`src/rtl/mc_control_if.sv`:
```
// Purpose : signal bundle between the multicycle controller and its datapath/memory.
// Latency : none, wires only.
// Backpressure: MemReady is the only stall input; the controller holds a memory request until it sees MemReady.
//
// Ports (master = controller side):
//   Opcode, MemReady                       -> into controller
//   PCWrite .. ALUSrcA (1b enables/selects) -> out of controller
//   RegDst, MemtoReg, ALUSrcB, ALUOp, PCSource (2b selects) -> out of controller
//   State (4b debug), ErrCode (2b)          -> out of controller
interface mc_control_if;
    logic [5:0] Opcode;
    logic       MemReady;

    logic       PCWrite;
    logic       PCWriteCond;
    logic       IorD;
    logic       MemRead;
    logic       MemWrite;
    logic       IRWrite;
    logic       RegWrite;
    logic       ALUSrcA;

    logic [1:0] RegDst;
    logic [1:0] MemtoReg;
    logic [1:0] ALUSrcB;
    logic [1:0] ALUOp;
    logic [1:0] PCSource;

    logic [3:0] State;
    logic [1:0] ErrCode;

    modport master (
        input  Opcode, MemReady,
        output PCWrite, PCWriteCond, IorD, MemRead, MemWrite, IRWrite, RegWrite, ALUSrcA,
        output RegDst, MemtoReg, ALUSrcB, ALUOp, PCSource,
        output State, ErrCode
    );

    modport slave (
        output Opcode, MemReady,
        input  PCWrite, PCWriteCond, IorD, MemRead, MemWrite, IRWrite, RegWrite, ALUSrcA,
        input  RegDst, MemtoReg, ALUSrcB, ALUOp, PCSource,
        input  State, ErrCode
    );
endinterface

```
`src/rtl/mc_control.sv`:
```
// Purpose : multicycle MIPS-style control FSM (fetch/decode/execute/mem/writeback) with memory-wait timeout.
// Latency : R-type/addi/slti 4 cycles, lw 5, sw 4, beq/j/jal 3, plus one cycle per MemReady=0 wait.
// Backpressure: FETCH, MEMRD and MEMWR stall while MemReady=0; after TIMEOUT stalled cycles the FSM parks in ERR.
//
// Ports:
//   Clk      : single clock, rising edge
//   Reset_n  : synchronous active-low reset; also forces every output to 0 while low
//   bus      : mc_control_if.master (Opcode/MemReady in, datapath controls, State, ErrCode out)
// Parameters:
//   TIMEOUT        : max consecutive MemReady=0 cycles tolerated in a memory state, 0 = never time out
//   ILLEGAL_AS_NOP : 1 = unknown opcode returns to FETCH, 0 = unknown opcode parks in ERR
module mc_control #(
    parameter int TIMEOUT        = 15,
    parameter bit ILLEGAL_AS_NOP = 1'b0
) (
    input  logic         Clk,
    input  logic         Reset_n,
    mc_control_if.master bus
);

    typedef enum logic [3:0] {
        FETCH  = 4'd0,
        DECODE = 4'd1,
        MEMADR = 4'd2,
        MEMRD  = 4'd3,
        MEMWB  = 4'd4,
        MEMWR  = 4'd5,
        RTEX   = 4'd6,
        ALUWB  = 4'd7,
        BEQ    = 4'd8,
        JMP    = 4'd9,
        IMMEX  = 4'd10,
        JALWB  = 4'd11,
        ERR    = 4'd12
    } state_t;

    localparam logic [5:0] OP_RTYPE = 6'h00;
    localparam logic [5:0] OP_J     = 6'h02;
    localparam logic [5:0] OP_JAL   = 6'h03;
    localparam logic [5:0] OP_BEQ   = 6'h04;
    localparam logic [5:0] OP_ADDI  = 6'h08;
    localparam logic [5:0] OP_SLTI  = 6'h0a;
    localparam logic [5:0] OP_LW    = 6'h23;
    localparam logic [5:0] OP_SW    = 6'h2b;

    localparam logic [1:0] ERR_NONE    = 2'b00;
    localparam logic [1:0] ERR_ILLEGAL = 2'b01;
    localparam logic [1:0] ERR_TIMEOUT = 2'b10;

    localparam logic [1:0] ALU_FUNCT = 2'b00;
    localparam logic [1:0] ALU_SUB   = 2'b01;
    localparam logic [1:0] ALU_SLT   = 2'b10;
    localparam logic [1:0] ALU_ADD   = 2'b11;

    // Counter only has to reach TIMEOUT; a disabled timeout still needs a 1-bit counter.
    localparam int             CW   = (TIMEOUT > 0) ? $clog2(TIMEOUT + 1) : 1;
    localparam logic [CW-1:0]  TMAX = CW'(TIMEOUT);

    state_t          state;
    logic [CW-1:0]   wait_cnt;
    logic [5:0]      opreg;
    logic [1:0]      errcode;

    logic            wait_st;
    logic            mem_stall;
    logic            timeout_hit;

    // A memory-wait state that has not seen its completion strobe this cycle.
    assign wait_st     = (state == FETCH) || (state == MEMRD) || (state == MEMWR);
    assign mem_stall   = wait_st && !bus.MemReady;
    // MemReady=1 on the TIMEOUT-th count wins: the stall term is false, so no error.
    assign timeout_hit = (TIMEOUT > 0) && mem_stall && (wait_cnt == TMAX);

    // ------------------------------------------------------------------
    // State, wait counter, latched opcode and sticky error code
    // ------------------------------------------------------------------
    always_ff @(posedge Clk) begin
        if (!Reset_n) begin
            state    <= FETCH;
            wait_cnt <= '0;
            opreg    <= '0;
            errcode  <= ERR_NONE;
        end else begin
            // Staying in a wait state only ever happens on a stall, so counting
            // stalls and clearing otherwise gives "cleared on entry" for free.
            if (mem_stall && !timeout_hit)
                wait_cnt <= wait_cnt + 1'b1;
            else
                wait_cnt <= '0;

            case (state)
                FETCH: begin
                    if (bus.MemReady)
                        state <= DECODE;
                    else if (timeout_hit) begin
                        state   <= ERR;
                        errcode <= ERR_TIMEOUT;
                    end
                end

                DECODE: begin
                    opreg <= bus.Opcode;
                    case (bus.Opcode)
                        OP_LW, OP_SW:     state <= MEMADR;
                        OP_RTYPE:         state <= RTEX;
                        OP_BEQ:           state <= BEQ;
                        OP_J:             state <= JMP;
                        OP_JAL:           state <= JALWB;
                        OP_ADDI, OP_SLTI: state <= IMMEX;
                        default: begin
                            if (ILLEGAL_AS_NOP)
                                state <= FETCH;
                            else begin
                                state   <= ERR;
                                errcode <= ERR_ILLEGAL;
                            end
                        end
                    endcase
                end

                MEMADR: state <= (opreg == OP_LW) ? MEMRD : MEMWR;

                MEMRD: begin
                    if (bus.MemReady)
                        state <= MEMWB;
                    else if (timeout_hit) begin
                        state   <= ERR;
                        errcode <= ERR_TIMEOUT;
                    end
                end

                MEMWR: begin
                    if (bus.MemReady)
                        state <= FETCH;
                    else if (timeout_hit) begin
                        state   <= ERR;
                        errcode <= ERR_TIMEOUT;
                    end
                end

                RTEX, IMMEX:             state <= ALUWB;
                MEMWB, ALUWB, BEQ, JMP,
                JALWB:                   state <= FETCH;

                // Only reset leaves ERR.
                ERR:                     state <= ERR;

                // Unused encodings recover to a clean fetch.
                default:                 state <= FETCH;
            endcase
        end
    end

    // ------------------------------------------------------------------
    // Control decode. Combinational from the state register because
    // IRWrite/PCWrite in FETCH must follow MemReady in the same cycle and
    // everything must drop to 0 the moment Reset_n goes low.
    // ------------------------------------------------------------------
    always_comb begin
        bus.PCWrite     = 1'b0;
        bus.PCWriteCond = 1'b0;
        bus.IorD        = 1'b0;
        bus.MemRead     = 1'b0;
        bus.MemWrite    = 1'b0;
        bus.IRWrite     = 1'b0;
        bus.RegWrite    = 1'b0;
        bus.ALUSrcA     = 1'b0;
        bus.RegDst      = 2'b00;
        bus.MemtoReg    = 2'b00;
        bus.ALUSrcB     = 2'b00;
        bus.ALUOp       = 2'b00;
        bus.PCSource    = 2'b00;
        bus.State       = state;
        bus.ErrCode     = errcode;

        case (state)
            FETCH: begin
                bus.MemRead = 1'b1;
                bus.ALUSrcB = 2'b01;
                bus.ALUOp   = ALU_ADD;
                bus.IRWrite = bus.MemReady;
                bus.PCWrite = bus.MemReady;
            end
            DECODE: begin
                bus.ALUSrcB = 2'b11;
                bus.ALUOp   = ALU_ADD;
            end
            MEMADR: begin
                bus.ALUSrcA = 1'b1;
                bus.ALUSrcB = 2'b10;
                bus.ALUOp   = ALU_ADD;
            end
            MEMRD: begin
                bus.MemRead = 1'b1;
                bus.IorD    = 1'b1;
            end
            MEMWB: begin
                bus.RegWrite = 1'b1;
                bus.MemtoReg = 2'b01;
            end
            MEMWR: begin
                bus.MemWrite = 1'b1;
                bus.IorD     = 1'b1;
            end
            RTEX: begin
                bus.ALUSrcA = 1'b1;
                bus.ALUOp   = ALU_FUNCT;
            end
            IMMEX: begin
                bus.ALUSrcA = 1'b1;
                bus.ALUSrcB = 2'b10;
                bus.ALUOp   = (opreg == OP_SLTI) ? ALU_SLT : ALU_ADD;
            end
            ALUWB: begin
                bus.RegWrite = 1'b1;
                bus.RegDst   = (opreg == OP_RTYPE) ? 2'b01 : 2'b00;
            end
            BEQ: begin
                bus.ALUSrcA     = 1'b1;
                bus.ALUOp       = ALU_SUB;
                bus.PCWriteCond = 1'b1;
                bus.PCSource    = 2'b01;
            end
            JMP: begin
                bus.PCWrite  = 1'b1;
                bus.PCSource = 2'b10;
            end
            JALWB: begin
                bus.RegDst   = 2'b10;
                bus.MemtoReg = 2'b10;
                bus.RegWrite = 1'b1;
                bus.PCWrite  = 1'b1;
                bus.PCSource = 2'b10;
            end
            default: ; // ERR and unused encodings: all enables low
        endcase

        if (!Reset_n) begin
            bus.PCWrite     = 1'b0;
            bus.PCWriteCond = 1'b0;
            bus.IorD        = 1'b0;
            bus.MemRead     = 1'b0;
            bus.MemWrite    = 1'b0;
            bus.IRWrite     = 1'b0;
            bus.RegWrite    = 1'b0;
            bus.ALUSrcA     = 1'b0;
            bus.RegDst      = 2'b00;
            bus.MemtoReg    = 2'b00;
            bus.ALUSrcB     = 2'b00;
            bus.ALUOp       = 2'b00;
            bus.PCSource    = 2'b00;
            bus.State       = 4'd0;
            bus.ErrCode     = 2'b00;
        end
    end

endmodule

```
`src/flat_wrapper.sv`:
```
// flat-port wrapper written by rule: the top's interface ports become plain ports
module mc_control_flat 
#(
    parameter int TIMEOUT        = 15,
    parameter bit ILLEGAL_AS_NOP = 1'b0
)
  (Clk, Reset_n, bus_Opcode, bus_MemReady, bus_PCWrite, bus_PCWriteCond, bus_IorD, bus_MemRead, bus_MemWrite, bus_IRWrite, bus_RegWrite, bus_ALUSrcA, bus_RegDst, bus_MemtoReg, bus_ALUSrcB, bus_ALUOp, bus_PCSource, bus_State, bus_ErrCode);
  mc_control_if bus_i ();
  input  logic Clk;
  input  logic Reset_n;
  input wire logic [$bits(bus_i.Opcode)-1:0] bus_Opcode;
  input wire logic [$bits(bus_i.MemReady)-1:0] bus_MemReady;
  output wire logic [$bits(bus_i.PCWrite)-1:0] bus_PCWrite;
  output wire logic [$bits(bus_i.PCWriteCond)-1:0] bus_PCWriteCond;
  output wire logic [$bits(bus_i.IorD)-1:0] bus_IorD;
  output wire logic [$bits(bus_i.MemRead)-1:0] bus_MemRead;
  output wire logic [$bits(bus_i.MemWrite)-1:0] bus_MemWrite;
  output wire logic [$bits(bus_i.IRWrite)-1:0] bus_IRWrite;
  output wire logic [$bits(bus_i.RegWrite)-1:0] bus_RegWrite;
  output wire logic [$bits(bus_i.ALUSrcA)-1:0] bus_ALUSrcA;
  output wire logic [$bits(bus_i.RegDst)-1:0] bus_RegDst;
  output wire logic [$bits(bus_i.MemtoReg)-1:0] bus_MemtoReg;
  output wire logic [$bits(bus_i.ALUSrcB)-1:0] bus_ALUSrcB;
  output wire logic [$bits(bus_i.ALUOp)-1:0] bus_ALUOp;
  output wire logic [$bits(bus_i.PCSource)-1:0] bus_PCSource;
  output wire logic [$bits(bus_i.State)-1:0] bus_State;
  output wire logic [$bits(bus_i.ErrCode)-1:0] bus_ErrCode;
  assign bus_i.Opcode = bus_Opcode;
  assign bus_i.MemReady = bus_MemReady;
  assign bus_PCWrite = bus_i.PCWrite;
  assign bus_PCWriteCond = bus_i.PCWriteCond;
  assign bus_IorD = bus_i.IorD;
  assign bus_MemRead = bus_i.MemRead;
  assign bus_MemWrite = bus_i.MemWrite;
  assign bus_IRWrite = bus_i.IRWrite;
  assign bus_RegWrite = bus_i.RegWrite;
  assign bus_ALUSrcA = bus_i.ALUSrcA;
  assign bus_RegDst = bus_i.RegDst;
  assign bus_MemtoReg = bus_i.MemtoReg;
  assign bus_ALUSrcB = bus_i.ALUSrcB;
  assign bus_ALUOp = bus_i.ALUOp;
  assign bus_PCSource = bus_i.PCSource;
  assign bus_State = bus_i.State;
  assign bus_ErrCode = bus_i.ErrCode;
  mc_control #(.TIMEOUT(TIMEOUT), .ILLEGAL_AS_NOP(ILLEGAL_AS_NOP)) u_core (.Clk(Clk), .Reset_n(Reset_n), .bus(bus_i));
endmodule
```
`config.mk`:
```
export PLATFORM = sky130hd
export DESIGN_NAME = mc_control_flat
export DESIGN_NICKNAME = d
export VERILOG_FILES = /design/src/rtl/mc_control_if.sv /design/src/rtl/mc_control.sv /design/src/flat_wrapper.sv
export SDC_FILE = /design/constraint.sdc
export NUM_CORES = 1
export LEC_CHECK = 0
export CAP_MARGIN = 0
export CELL_PAD_IN_SITES_DETAIL_PLACEMENT = 1
export CELL_PAD_IN_SITES_GLOBAL_PLACEMENT = 1
export CORE_MARGIN = 5
export CORE_UTILIZATION = 33
export DETAILED_ROUTE_END_ITERATION = 7
export GPL_ROUTABILITY_DRIVEN = 0
export PLACE_DENSITY = 0.85
export SKIP_LAST_GASP = 1
export SYNTH_ARGS = -nofsm -noshare
export SYNTH_HDL_FRONTEND = slang
export SYNTH_SLANG_ARGS = --single-unit
```
`constraint.sdc`:
```
create_clock -name Clk -period 2.03 [get_ports Clk]
set_clock_uncertainty 0.1 [all_clocks]
set_input_delay 0.406 -clock Clk [delete_from_list [all_inputs] [get_ports Clk]]
set_output_delay 0.406 -clock Clk [all_outputs]
set_load 0.005 [all_outputs]
```
==> metrics <==
All-Layer GR Usage=0.1777; area delta synth->final=61.30%; Worst Path Required=1.52 ns; routed len/inst=16.37 µm; Core Area=0.003363 mm²; Slew @ Worst Pin=0.4487 ns; Synth warnings=0; Setup CP Type=flip-flop to primary output; clock sink count=16; Peak Freq=483.3 MHz; CP peak stage delay=0.37 ns; sequential element share of the synthesized area=0.2783; Worst slew margin=0.7006; Placement Cell Area=0.001662 mm²; CTS tree=done; final non-filler cell total=258; Synth top area share=0.2783; Area contributors post-synth=dfxtp_1 28%, nor2_1 7.5%, mux2i_1 5.2%; Clock Path Buffers=2; ratio of cells with drive above 1 in the final layout=0.3585; initial antenna violation count=0; DRC errors left=0; die outline height=69.06 µm; vias in the first global route=1457; Lkg Pwr=0.8833 nW; Final Cell Area=0.001857 mm²; largest net degree at the start of global routing=16; die area=0.004769 mm²; post-synthesis cell type count=45; Initial Utilization=0.3423; drt pass-1 iters=4; cts hold-fix bufs=0; CP bufs+invs=3; root buffer cell=clkbuf_4; DRT iter0 DRCs=40; Final Total Pwr=1.014 mW; Syn Nets=162; vias=1329; Hold Path Class=flip-flop to flip-flop; Antenna Nets Post-Route=0; busiest grt layer=met2; CP max stage cell=dfxtp_4; max_cap viols=0; Final Max Slew Viols=0; area leader, netlist=dfxtp_1; crit end category=primary output; RSZ-0062 raised after global routing=yes; status=finished with violations; M2 GR Usage=0.3379; final period utilization=1.019; top cells by count, synth=23 x nor2_1, 16 x dfxtp_1, 11 x a21oi_1, 8 x nand2_1, 8 x nand3_1; gr ovfl total=0; flops & latches, synth=16; Main synth FF type=dfxtp_1; vias per inst=5.151; dpl ws=-0.5818 ns; count of final setup violators=1; worst setup margin=-0.03909 ns; TNS Setup=-0.03909 ns; Max VDD drop=0.3380 mV; Site Rows=21; CP Cell Sequence=buf_4 > buf_12 > nor2_2 > nand2_1 > a21oi_1 > dlygate4sd2_1; H-tree depth=1; global-route wire length before repair=7038 µm; Num CTS Buffers=3; violated checks=setup timing; crit-path leading delay family=buffers and inverters; Detailed Route WL=4224 µm; cell area after synthesis=0.001151 mm²; Ports=33; most numerous cell in the Yosys netlist=nor2_1; die width=69.06 µm; startpoint types=flip-flop; Worst-path clk slew=0.08 ns; clock latency on the worst-skew pair=0.28 ns; Syn Inst Count=152; GRT met3 Usage=0.02616; Detailed Place HPWL=3112 µm; Power Density=546.0 mW/mm²; Tmin final=2.069 ns; crit path max fanout=15; mean post-synth cell area=7.573 µm²; n_diodes=0; met1 Usage GRT=0.1933; Post-synth ARST share=0; Post-synth EDFFs=0; Placed Cells incl. Taps=243; Final Hold Fails=0; number of buffers added on ports=32; crit path DAT=1.56 ns; Nets=224
-- worst reg2reg max path, stage by stage (launching register included) --
cell	delay [ns]
dfxtp_4	0.37
buf_4	0.14
buf_12	0.14
nor4b_2	0.36
buf_12	0.19
nand2_4	0.05
o32a_1	0.30
a21oi_2	0.13
-- what timing repair did --
item                                    in CTS  in global routing
endpoints found under the setup margin      24                 11
gates resized for setup                     55                 16
pin swaps                                    5                  6
setup buffers                                8                  4
endpoints found under the hold margin        0                  0
-- final cells by class --
type	instances	area [µm²]
repair buffers	69	576.8
inverters	6	27.53
flip-flops and latches	16	337.8
multi-input cells	118	834.6
clock buffers	3	22.52
fillers	443	1506
well taps	46	57.56
-- state kept, by name, indices dropped and copies added (netlist names) --
signal           cells
u_core.errcode       2
u_core.opreg         6
u_core.state         4
u_core.wait_cnt      4
-- per-stage QoR --
stage               hold WS [ns]  utilization
floorplan                 0.3175            -
global placement          0.3267       0.4940
detailed placement        0.3666       0.4940
CTS                       0.3794       0.5413
global route              0.3839       0.5521
finish                    0.3751       0.5521
-- per-layer routing --
metal / up-vias / routed length [µm]
met4: 0 / 91
met2: 32 / 2198
li1: 661 / -
met5: - / 0
met3: 8 / 185
met1: 628 / 1748
-- where the power goes --
part	switching, mW	total, mW	internal [mW]	leakage [nW]
Sequential	0.0383	0.381	0.343	0.134
Clock	0.0949	0.164	0.0689	0.0138
Combinational	0.226	0.469	0.242	0.736
-- cells in the final DEF (no fill, tap or decap), types with 5 or more instances in the layout --
| master | synthesis | layout |
|---|---|---|
| buf_4 | 4 | 35 |
| nor2_1 | 23 | 21 |
| dlygate4sd2_1 | 0 | 13 |
| a21oi_1 | 11 | 11 |
| clkdlybuf4s50_1 | 0 | 10 |
| dfxtp_1 | 16 | 10 |
| nand3_1 | 8 | 8 |
| nand2_1 | 8 | 6 |
| mux2i_1 | 6 | 6 |
| inv_1 | 5 | 5 |
| nor3_1 | 7 | 5 |
| clkbuf_2 | 0 | 5 |
-- cells by family after synthesis --
family / count (synthesis) / share of synthesized area
fa+ha+maj: 1 / 0.01087
xor+xnor: 4 / 0.03044
flops: 16 / 0.2783
mux: 7 / 0.06196
buf+inv: 18 / 0.08913
simple gates: 74 / 0.3413
compound gates: 32 / 0.1880
-- final timing paths --
kind         slack, ns  cells after the start                from                 end
max reg2reg       0.19                      7     u_core.state[1]     u_core.state[0]
min reg2reg       0.38                      1  u_core.wait_cnt[0]  u_core.wait_cnt[0]
min               0.38                      1  u_core.wait_cnt[0]  u_core.wait_cnt[0]
max              -0.04                      6     u_core.state[1]      bus_ALUSrcB[1]
Note: power is estimated with default switching activity, not from simulation.
